**config.mk**
```make
export PLATFORM = sky130hd
export DESIGN_NAME = stack_reg_file_p_flat
export DESIGN_NICKNAME = d
export VERILOG_FILES = /design/src/rtl/stack_pkg.sv /design/src/rtl/stack_reg_file_p_if.sv /design/src/rtl/stack_mem.sv /design/src/rtl/stack_reg_file_p.sv /design/src/flat_wrapper.sv
export SDC_FILE = /design/constraint.sdc
export NUM_CORES = 1
export LEC_CHECK = 0
export ABC_AREA = 0
export CAP_MARGIN = 15
export CORE_MARGIN = 2
export CORE_UTILIZATION = 32
export DETAILED_ROUTE_END_ITERATION = 16
export PLACE_DENSITY = 0.51
export SLEW_MARGIN = 20
export SYNTH_ARGS = -nofsm -noshare
export SYNTH_HDL_FRONTEND = slang
export SYNTH_SLANG_ARGS = --single-unit
export TNS_END_PERCENT = 5
```
**constraint.sdc**
```tcl
create_clock -name clk -period 5.4 [get_ports clk]
set_input_delay 0.54 -clock clk [delete_from_list [all_inputs] [get_ports clk]]
set_output_delay 0.54 -clock clk [all_outputs]
set_load 0.01 [all_outputs]
```
**src/rtl/stack_pkg.sv**
```systemverilog
// Shared constants for the parametrised operand stack.
package stack_pkg;

    localparam int DEF_DBITS = 32;
    localparam int DEF_DEPTH = 16;

    localparam int ERR_W   = 3;
    localparam int ERR_OP  = 0;
    localparam int ERR_UNF = 1;
    localparam int ERR_OVF = 2;

endpackage

```
**src/rtl/stack_reg_file_p_if.sv**
```systemverilog
// Operation and status bundle between the datapath and the operand stack.
interface stack_reg_file_p_if
    import stack_pkg::*;
#(
    parameter int DBITS = DEF_DBITS,
    parameter int DEPTH = DEF_DEPTH
);
    localparam int CW = $clog2(DEPTH + 1);

    logic             en1;
    logic             en2;
    logic             we;
    logic             clr;
    logic             err_clr;
    logic [DBITS-1:0] din;
    logic [DBITS-1:0] dout1;
    logic [DBITS-1:0] dout2;
    logic [CW-1:0]    count;
    logic             empty;
    logic             full;
    logic             err_ovf;
    logic             err_unf;
    logic             err_op;

    modport master (
        output en1, en2, we, clr, err_clr, din,
        input  dout1, dout2, count, empty, full,
        input  err_ovf, err_unf, err_op
    );

    modport slave (
        input  en1, en2, we, clr, err_clr, din,
        output dout1, dout2, count, empty, full,
        output err_ovf, err_unf, err_op
    );

endinterface

```
**src/rtl/stack_mem.sv**
```systemverilog
// Stack storage: one synchronous write port, two asynchronous read ports.
module stack_mem #(
    parameter int DBITS = 32,
    parameter int DEPTH = 16,
    parameter int CW    = 5,
    parameter int AW    = 4
) (
    input  logic             clk,
    input  logic             we,
    input  logic [AW-1:0]    wa,
    input  logic [DBITS-1:0] wd,
    input  logic [CW-1:0]    ra1,
    input  logic [CW-1:0]    ra2,
    output logic [DBITS-1:0] rd1,
    output logic [DBITS-1:0] rd2
);

    logic [DBITS-1:0] mem [DEPTH];

    always_ff @(posedge clk) begin
        if (we) mem[wa] <= wd;
    end

    // Read addresses may wrap when the stack is shallow; the top masks those.
    always_comb begin
        rd1 = '0;
        rd2 = '0;
        if (ra1 < CW'(DEPTH)) rd1 = mem[ra1[AW-1:0]];
        if (ra2 < CW'(DEPTH)) rd2 = mem[ra2[AW-1:0]];
    end

endmodule

```
**src/rtl/stack_reg_file_p.sv**
```systemverilog
// LIFO operand stack: atomic pop-0/1/2 plus push, checked with sticky errors.
module stack_reg_file_p
    import stack_pkg::*;
#(
    parameter int DBITS = DEF_DBITS,
    parameter int DEPTH = DEF_DEPTH
) (
    input logic             clk,
    input logic             rst_n,
    stack_reg_file_p_if.slave bus
);

    localparam int CW = $clog2(DEPTH + 1);
    localparam int AW = $clog2(DEPTH);

    logic [CW-1:0]    count;
    logic [CW-1:0]    count_next;
    logic [CW-1:0]    pops;
    logic [CW-1:0]    base;
    logic [CW-1:0]    ra1;
    logic [CW-1:0]    ra2;
    logic [DBITS-1:0] rd1;
    logic [DBITS-1:0] rd2;
    logic [ERR_W-1:0] err;
    logic [ERR_W-1:0] err_new;
    logic [ERR_W-1:0] err_next;
    logic             is_op;
    logic             is_unf;
    logic             is_ovf;
    logic             legal;
    logic             wr;

    assign pops = CW'(bus.en1) + CW'(bus.en2);

    // Checks are chained so base is only meaningful once underflow is ruled out.
    always_comb begin
        is_op  = bus.en2 & ~bus.en1;
        is_unf = ~is_op & (pops > count);
        base   = count - pops;
        is_ovf = ~is_op & ~is_unf & bus.we & (base == CW'(DEPTH));
        legal  = ~bus.clr & ~is_op & ~is_unf & ~is_ovf;
        wr     = legal & bus.we;
    end

    always_comb begin
        count_next = count;
        if (bus.clr)    count_next = '0;
        else if (legal) count_next = base + CW'(bus.we);
    end

    always_comb begin
        err_new = '0;
        if (!bus.clr) begin
            err_new[ERR_OP]  = is_op;
            err_new[ERR_UNF] = is_unf;
            err_new[ERR_OVF] = is_ovf;
        end
        err_next = (bus.err_clr ? '0 : err) | err_new;
    end

    always_ff @(posedge clk or negedge rst_n) begin
        if (!rst_n) begin
            count <= '0;
            err   <= '0;
        end else begin
            count <= count_next;
            err   <= err_next;
        end
    end

    assign ra1 = count - CW'(1);
    assign ra2 = count - CW'(2);

    stack_mem #(
        .DBITS (DBITS),
        .DEPTH (DEPTH),
        .CW    (CW),
        .AW    (AW)
    ) u_mem (
        .clk (clk),
        .we  (wr),
        .wa  (base[AW-1:0]),
        .wd  (bus.din),
        .ra1 (ra1),
        .ra2 (ra2),
        .rd1 (rd1),
        .rd2 (rd2)
    );

    assign bus.dout1   = (count >= CW'(1)) ? rd1 : '0;
    assign bus.dout2   = (count >= CW'(2)) ? rd2 : '0;
    assign bus.count   = count;
    assign bus.empty   = (count == '0);
    assign bus.full    = (count == CW'(DEPTH));
    assign bus.err_op  = err[ERR_OP];
    assign bus.err_unf = err[ERR_UNF];
    assign bus.err_ovf = err[ERR_OVF];

endmodule

```
**src/flat_wrapper.sv**
```systemverilog
// flat-port wrapper written by rule: the top's interface ports become plain ports
module stack_reg_file_p_flat import stack_pkg::*;
#(
    parameter int DBITS = DEF_DBITS,
    parameter int DEPTH = DEF_DEPTH
)
  (clk, rst_n, bus_en1, bus_en2, bus_we, bus_clr, bus_err_clr, bus_din, bus_dout1, bus_dout2, bus_count, bus_empty, bus_full, bus_err_ovf, bus_err_unf, bus_err_op);
  stack_reg_file_p_if #(.DBITS(DBITS), .DEPTH(DEPTH)) bus_i ();
  input logic clk;
  input logic rst_n;
  input wire logic [$bits(bus_i.en1)-1:0] bus_en1;
  input wire logic [$bits(bus_i.en2)-1:0] bus_en2;
  input wire logic [$bits(bus_i.we)-1:0] bus_we;
  input wire logic [$bits(bus_i.clr)-1:0] bus_clr;
  input wire logic [$bits(bus_i.err_clr)-1:0] bus_err_clr;
  input wire logic [$bits(bus_i.din)-1:0] bus_din;
  output wire logic [$bits(bus_i.dout1)-1:0] bus_dout1;
  output wire logic [$bits(bus_i.dout2)-1:0] bus_dout2;
  output wire logic [$bits(bus_i.count)-1:0] bus_count;
  output wire logic [$bits(bus_i.empty)-1:0] bus_empty;
  output wire logic [$bits(bus_i.full)-1:0] bus_full;
  output wire logic [$bits(bus_i.err_ovf)-1:0] bus_err_ovf;
  output wire logic [$bits(bus_i.err_unf)-1:0] bus_err_unf;
  output wire logic [$bits(bus_i.err_op)-1:0] bus_err_op;
  assign bus_i.en1 = bus_en1;
  assign bus_i.en2 = bus_en2;
  assign bus_i.we = bus_we;
  assign bus_i.clr = bus_clr;
  assign bus_i.err_clr = bus_err_clr;
  assign bus_i.din = bus_din;
  assign bus_dout1 = bus_i.dout1;
  assign bus_dout2 = bus_i.dout2;
  assign bus_count = bus_i.count;
  assign bus_empty = bus_i.empty;
  assign bus_full = bus_i.full;
  assign bus_err_ovf = bus_i.err_ovf;
  assign bus_err_unf = bus_i.err_unf;
  assign bus_err_op = bus_i.err_op;
  stack_reg_file_p #(.DBITS(DBITS), .DEPTH(DEPTH)) u_core (.clk(clk), .rst_n(rst_n), .bus(bus_i));
endmodule
```
Word-level counts from Yosys, hierarchy flattened
Memory sizes are Yosys's and may differ from the RTL's.
Cells that the tools add are included.
Word-level totals
  flip-flop bits (word level): 8
  RAM bits: 512
  bits of input ports: 39
  output and inout port bits: 74
  word-level logic and storage cells: 42
  memories kept: 1
Cells by class
  $add $sub $neg: 5
  order comparisons: 5
  eq/ne operators: 2
  multiplexer cells: 10
  bitwise logic cells: 15
  reduce and logical (&&, ||, !) cells: 2
Memory list
  u_core.u_mem.mem: depth 16, bits a word 32, rd ports 2, clocked after memory_dff 0, write ports 1, line stack_mem.sv:18  | logic [DBITS-1:0] mem [DEPTH];
Operators by type and width (count)
  $mux 32: 4
  $eq 5x5->1 const B: 2
  $lt 5x5->1 const B: 2
  $mux 5: 2
  $and 1x1->1: 9
  $mux 3: 2
  $add 5x1->5: 1
  $ge 5x1->1 const B: 1
  $ge 5x2->1 const B: 1
  $gt 5x5->1: 1
  $logic_not 5->1: 1
  $not 1->1: 5
  $sub 5x1->5 const B: 1
  $sub 5x2->5 const B: 1
  $sub 5x5->5: 1
  $or 3x3->3: 1
  $add 1x1->2: 1
  $mux 1: 2
  $reduce_bool 2->1: 1

Longest topological paths before layout
  word-level depth: 13
  gate-level depth with buffers: 14
  depth with buffers taken out: 12

By module
Synthesis repeated with hierarchy kept, for this count alone.
Second synthesis, totals
  cells, all modules: 1792
  area total of the unflattened synthesis: 25876.1 sq um
By module, submodules not included
  stack_mem: times used 1, cells an instance 1633, area each 24643.6 sq um, seq. area each 15374.7 sq um
  stack_reg_file_p: times used 1, cells an instance 159, area each 1232.4 sq um, seq. area each 200.2 sq um

Worst setup path before layout
OpenSTA, ideal clock, no wires.
  path type: register -> register
  start point: reg u_core.count[1], in the netlist u_core.bus.count[1]
  end point: mem u_core.u_mem.mem[12][0], enable pin
  setup time: 0.421 ns
  data arrival time: 3.786 ns
  required time: 4.979 ns
  path slack: 1.192 ns
  stages on the path, launching flop included: 12
  buffers on the path: 4
  clock period less this slack: 4.208 ns
  path through: dfrtp_1 buf_2 buf_2 clkinv_1 clkbuf_1 fa_1 buf_2 nand2_1 nor2_1 a31oi_4 o211ai_1 nor2_1
Between the ends
  word-level cells in the longest chain between the ends: 11
  elaborated cells between the ends (all ways): 14
  those cells by class: add/sub (1); order compare (1); eq/ne (1); mux (2); bitwise (9)
RTL lines
  start: declaration: line stack_reg_file_p.sv:16  | logic [CW-1:0] count;
  start signal: assignment: line stack_reg_file_p.sv:66  | count <= count_next;
  $gt 5x5->1: line stack_reg_file_p.sv:38  | is_unf = ~is_op & (pops > count);
  $and 1x1->1: line stack_reg_file_p.sv:38
  $not 1->1: line stack_reg_file_p.sv:40, stack_reg_file_p.sv:41
  $and 1x1->1 (3 in a row): line stack_reg_file_p.sv:40  | is_ovf = ~is_op & ~is_unf & bus.we & (base == CW'(DEPTH));
  $not 1->1: line stack_reg_file_p.sv:41  | legal = ~bus.clr & ~is_op & ~is_unf & ~is_ovf;
  $and 1x1->1: line stack_reg_file_p.sv:41
  $and 1x1->1: line stack_reg_file_p.sv:42  | wr = legal & bus.we;
  $mux 1: line stack_mem.sv:21  | if (we) mem[wa] <= wd;
  $mux 1 (not written as such): line stack_mem.sv:21
  end: declaration: line stack_mem.sv:18
Several ways; a longest one is shown, not always the timed one.

Final worst setup path
  start point: reg u_core.count[1], in the netlist u_core.bus.count[1]
  end point: out bus_dout2[21]
Between the ends
  word-level cells in the longest chain between the ends: 4
  elaborated cells between the ends (all ways): 6
  those cells by class: add/sub (1); order compare (2); mux (2); memory (1)
RTL lines
  $sub 5x2->5: line stack_reg_file_p.sv:72  | assign ra2 = count - CW'(2);
  $mem_v2 16x32 / $lt 5x5->1 (equally long branches)
  $mux 32: line stack_mem.sv:29  | if (ra2 < CW'(DEPTH)) rd2 = mem[ra2[AW-1:0]];
  $mux 32 (*): line stack_reg_file_p.sv:91  | assign bus.dout2 = (count >= CW'(2)) ? rd2 : '0;
  end: declaration: line flat_wrapper.sv:18  | output wire logic [$bits(bus_i.dout2)-1:0] bus_dout2;
Every way passes the cells marked *; elsewhere a longest branch is shown, timed or not.

==> key figures <==
Run status
  – Status: finished, final reports clean

Die
  – Core area: 76,200 sq um
  – Die area: 79,500 sq um
  – Initial core utilization: 0.325
  – Die height: 282 um
  – # IOs: 113
  – # rows: 101
  – Die width: 282 um

Global routing
  – Largest net degree at the start of global routing: 112
  – Initial antenna violation count: 3
  – GRT Total Usage: 0.166
  – Number of global-route vias before repair: 14,300
  – Grt ovf: 0
  – First-pass GRT wire length: 96.1 mm

Clock network
  – Clock-pin slew on the worst setup and hold paths: 0.06 ns
  – H-tree depth: 2
  – Worst-Skew Late Latency: 0.61 ns
  – Cts bufs inserted: 58
  – Max Root-Sink Buffers: 3
  – CTS Hold Bufs: 0
  – Root buf cell: clkbuf_16
  – CTS tree: yes
  – # resized after CTS: 0
  – TritonCTS Sinks: 520
  – # Post-CTS Setup Buffers: 0

STA
  – Max Slew Vio Count: 0
  – Setup violators final: 0
  – Final hold vios: 0
  – Min Tclk post-route: 4.66 ns
  – Final cycle utilization of the critical path: 0.862
  – RSZ-0062 raised after global routing: false
  – Slew @ Worst Pin: 0.989 ns
  – Setup TNS Final: 0 ns
  – Slew headroom: 0.341
  – Max Fclk: 0.215 GHz
  – Worst Skew: 0.0188 ns

Routing
  – DR vias/cell: 5.37
  – Initial DRC Count: 989
  – Final ANT Viol Nets: 0
  – Initial DRT Pass Iterations: 5
  – Wirelength, routed: 66.4 mm
  – Vias: 13,300
  – Wirelength per Cell: 26.8 um
  – # DRC: 0

Worst setup path
  – R2r setup slk: 1.38 ns
  – Crit path launch type: flop
  – Family with the most delay on the worst path: buffers and inverters
  – Worst path buffer plus inverter count: 3
  – Crit. End Element: output port
  – Slowest cell on crit path: buf_4
  – Crit Path Class: reg -> out
  – CP peak stage delay: 0.71 ns
  – Critical R2R Launch: u_core.bus.count[1]
  – Required time of the critical path: 4.86 ns
  – CP max FO: 55
  – Most used cell, CP: buf_4
  – Worst EP arrival: 4.12 ns
  – CP Cell Sequence: buf_4 -> ha_1 -> nand2b_1 -> a21oi_1 -> o21ai_0 -> a21boi_4 -> buf_4 -> a311oi_1 -> clkdlybuf4s50_1
  – Reg2reg path depth: 8
  – Worst reg2reg path endpoint: u_core.u_mem.mem[12][19]

Final layout
  – Share of cells above drive strength 1: 0.289
  – Final net count: 1,453
  – Fillers: 6,906
  – Layout overhead on the synthesized area: 18.1%

Synth
  – Ys Warns: 0
  – Number of enable flip-flop cells after synthesis: 512
  – Syn Inst Count: 1,286
  – Syn_nets: 1,338
  – Sequential fraction of the synthesis area: 0.630
  – Distinct cells, synth: 52
  – Flops & latches, synth: 520
  – Syn_area_per_cell: 19.2 sq um
  – Syn Std Cell Area: 24,700 sq um
  – Async SR Flop Fraction: 0.0154
  – Top_reg_cell synth: edfxtp_1

Power and ir drop
  – Pwr per Cell Area: 582 nW/um^2
  – Clock network power share: 0.240
  – Total power draw: 17,000 uW
  – Sw Ratio: 0.366
  – Worst vdd ir: 0.316 mV
  – Sequential Power Share: 0.277
  – P_leak: 0.00881 uW
  – Combinational Power Share: 0.483
  – Int Power: 10,800 uW
  – Net switching power: 6220 uW

Place
  – Port Buffer Count: 112
  – HPWL Detailed: 38.4 mm
  – Routability cong.: 0.762

Worst hold path
  – Worst min path class: in -> async

Job
  – Max-cap viol count: 0
-- how the worst max path moves through the flow --
stage / from / to / depth (start not counted)
after floorplan: u_core.bus.count[1] / u_core.u_mem.mem[12][0] / 11
after global placement: bus_en1 / u_core.u_mem.mem[12][16] / 12
after detailed placement: bus_en1 / u_core.u_mem.mem[12][19] / 12
after CTS: u_core.bus.count[1] / bus_dout1[16] / 8
after global routing: u_core.bus.count[1] / bus_dout2[21] / 9
final: u_core.bus.count[1] / bus_dout2[21] / 9
-- kinds of logic after synthesis --
logic type | synth area share
XOR/XNOR | 0.00207
buffers and inverters | 0.0276
AND/OR/NAND/NOR | 0.0380
adder cells (fa/ha/maj) | 0.00688
flip-flops | 0.630
AO/OA/AOI/OAI | 0.0481
multiplexers | 0.248
-- cell type report --
class	count	area [sq um]	area share
Clock inverter	35	385	0.0132
Inverter	13	48.8	0.00167
Timing Repair Buffer	160	1660	0.0567
Tap cell	1030	1290	0.0441
Multi-Input combinational cell	648	8680	0.297
Sequential cell	520	15600	0.533
Antenna cell	2	5.00	0.000171
Clock buffer	73	1570	0.0538
-- metrics by stage --
stage | util | setup WS (ns) | std cells | cell area, sq um | hold WS [ns]
after floorplan | - | 1.19 | 1286 | 24700 | 0.244
after global placement | 0.358 | 1.10 | 2371 | 27300 | 0.525
after detailed placement | 0.358 | 1.07 | 2371 | 27300 | 0.533
after CTS | 0.383 | 0.681 | 2479 | 29200 | 0.194
after global routing | 0.383 | 0.576 | 2480 | 29200 | 0.224
final | 0.383 | 0.743 | 2481 | 29200 | 0.241
-- power groups by stage --
stage | combinational (uW) | clock (uW) | sequential, uW
final | 8210 | 4070 | 4710
after global routing | 8780 | 4320 | 4730
after CTS | 8390 | 4190 | 4710
after detailed placement | 8360 | 0 | 4800
after global placement | 8350 | 0 | 4790
after floorplan | 5070 | 0 | 4750
-- registers in the layout (all words and copies together), names as in the netlist --
| name | flops |
|---|---|
| u_core.u_mem.mem | 512 |
| u_core.bus.count | 5 |
| u_core.err | 3 |
-- layout by cell type (no fill, tap or decap), drive strengths merged, types with 8 or more instances in the layout --
master | netlist | final
clkinv | 1 | 25
mux4 | 256 | 256
inv | 12 | 14
mux2i | 33 | 33
nand2 | 70 | 70
bufinv | 0 | 9
edfxtp | 512 | 512
buf | 55 | 48
clkdlybuf4s50 | 0 | 112
a211oi | 97 | 97
nor2b | 70 | 70
dfrtp | 8 | 8
nor2 | 27 | 27
a311oi | 32 | 32
clkbuf | 50 | 73
ha | 12 | 12
-- cell usage after synthesis, drive strengths merged (4+ instances only) --
master	number	area [sq um]
edfxtp	512	15400
mux4	256	5770
a211oi	97	733
nand2	70	263
nor2b	70	440
buf	55	442
clkbuf	50	191
mux2i	33	330
a311oi	32	280
nor2	27	101
ha	12	150
inv	12	45.0
dfrtp	8	200
o21ai	5	25.0
nand2b	4	25.0
-- per-layer routing --
layer | up-vias | global-route usage | wire [um]
li1 | 5732 | - | -
met5 | - | 0 | 13
met1 | 7212 | 0.213 | 27700
met3 | 85 | 0.0236 | 2720
met4 | 2 | 0.0434 | 1360
met2 | 304 | 0.297 | 34700
No activity file was read; power rests on OpenSTA's default activity.
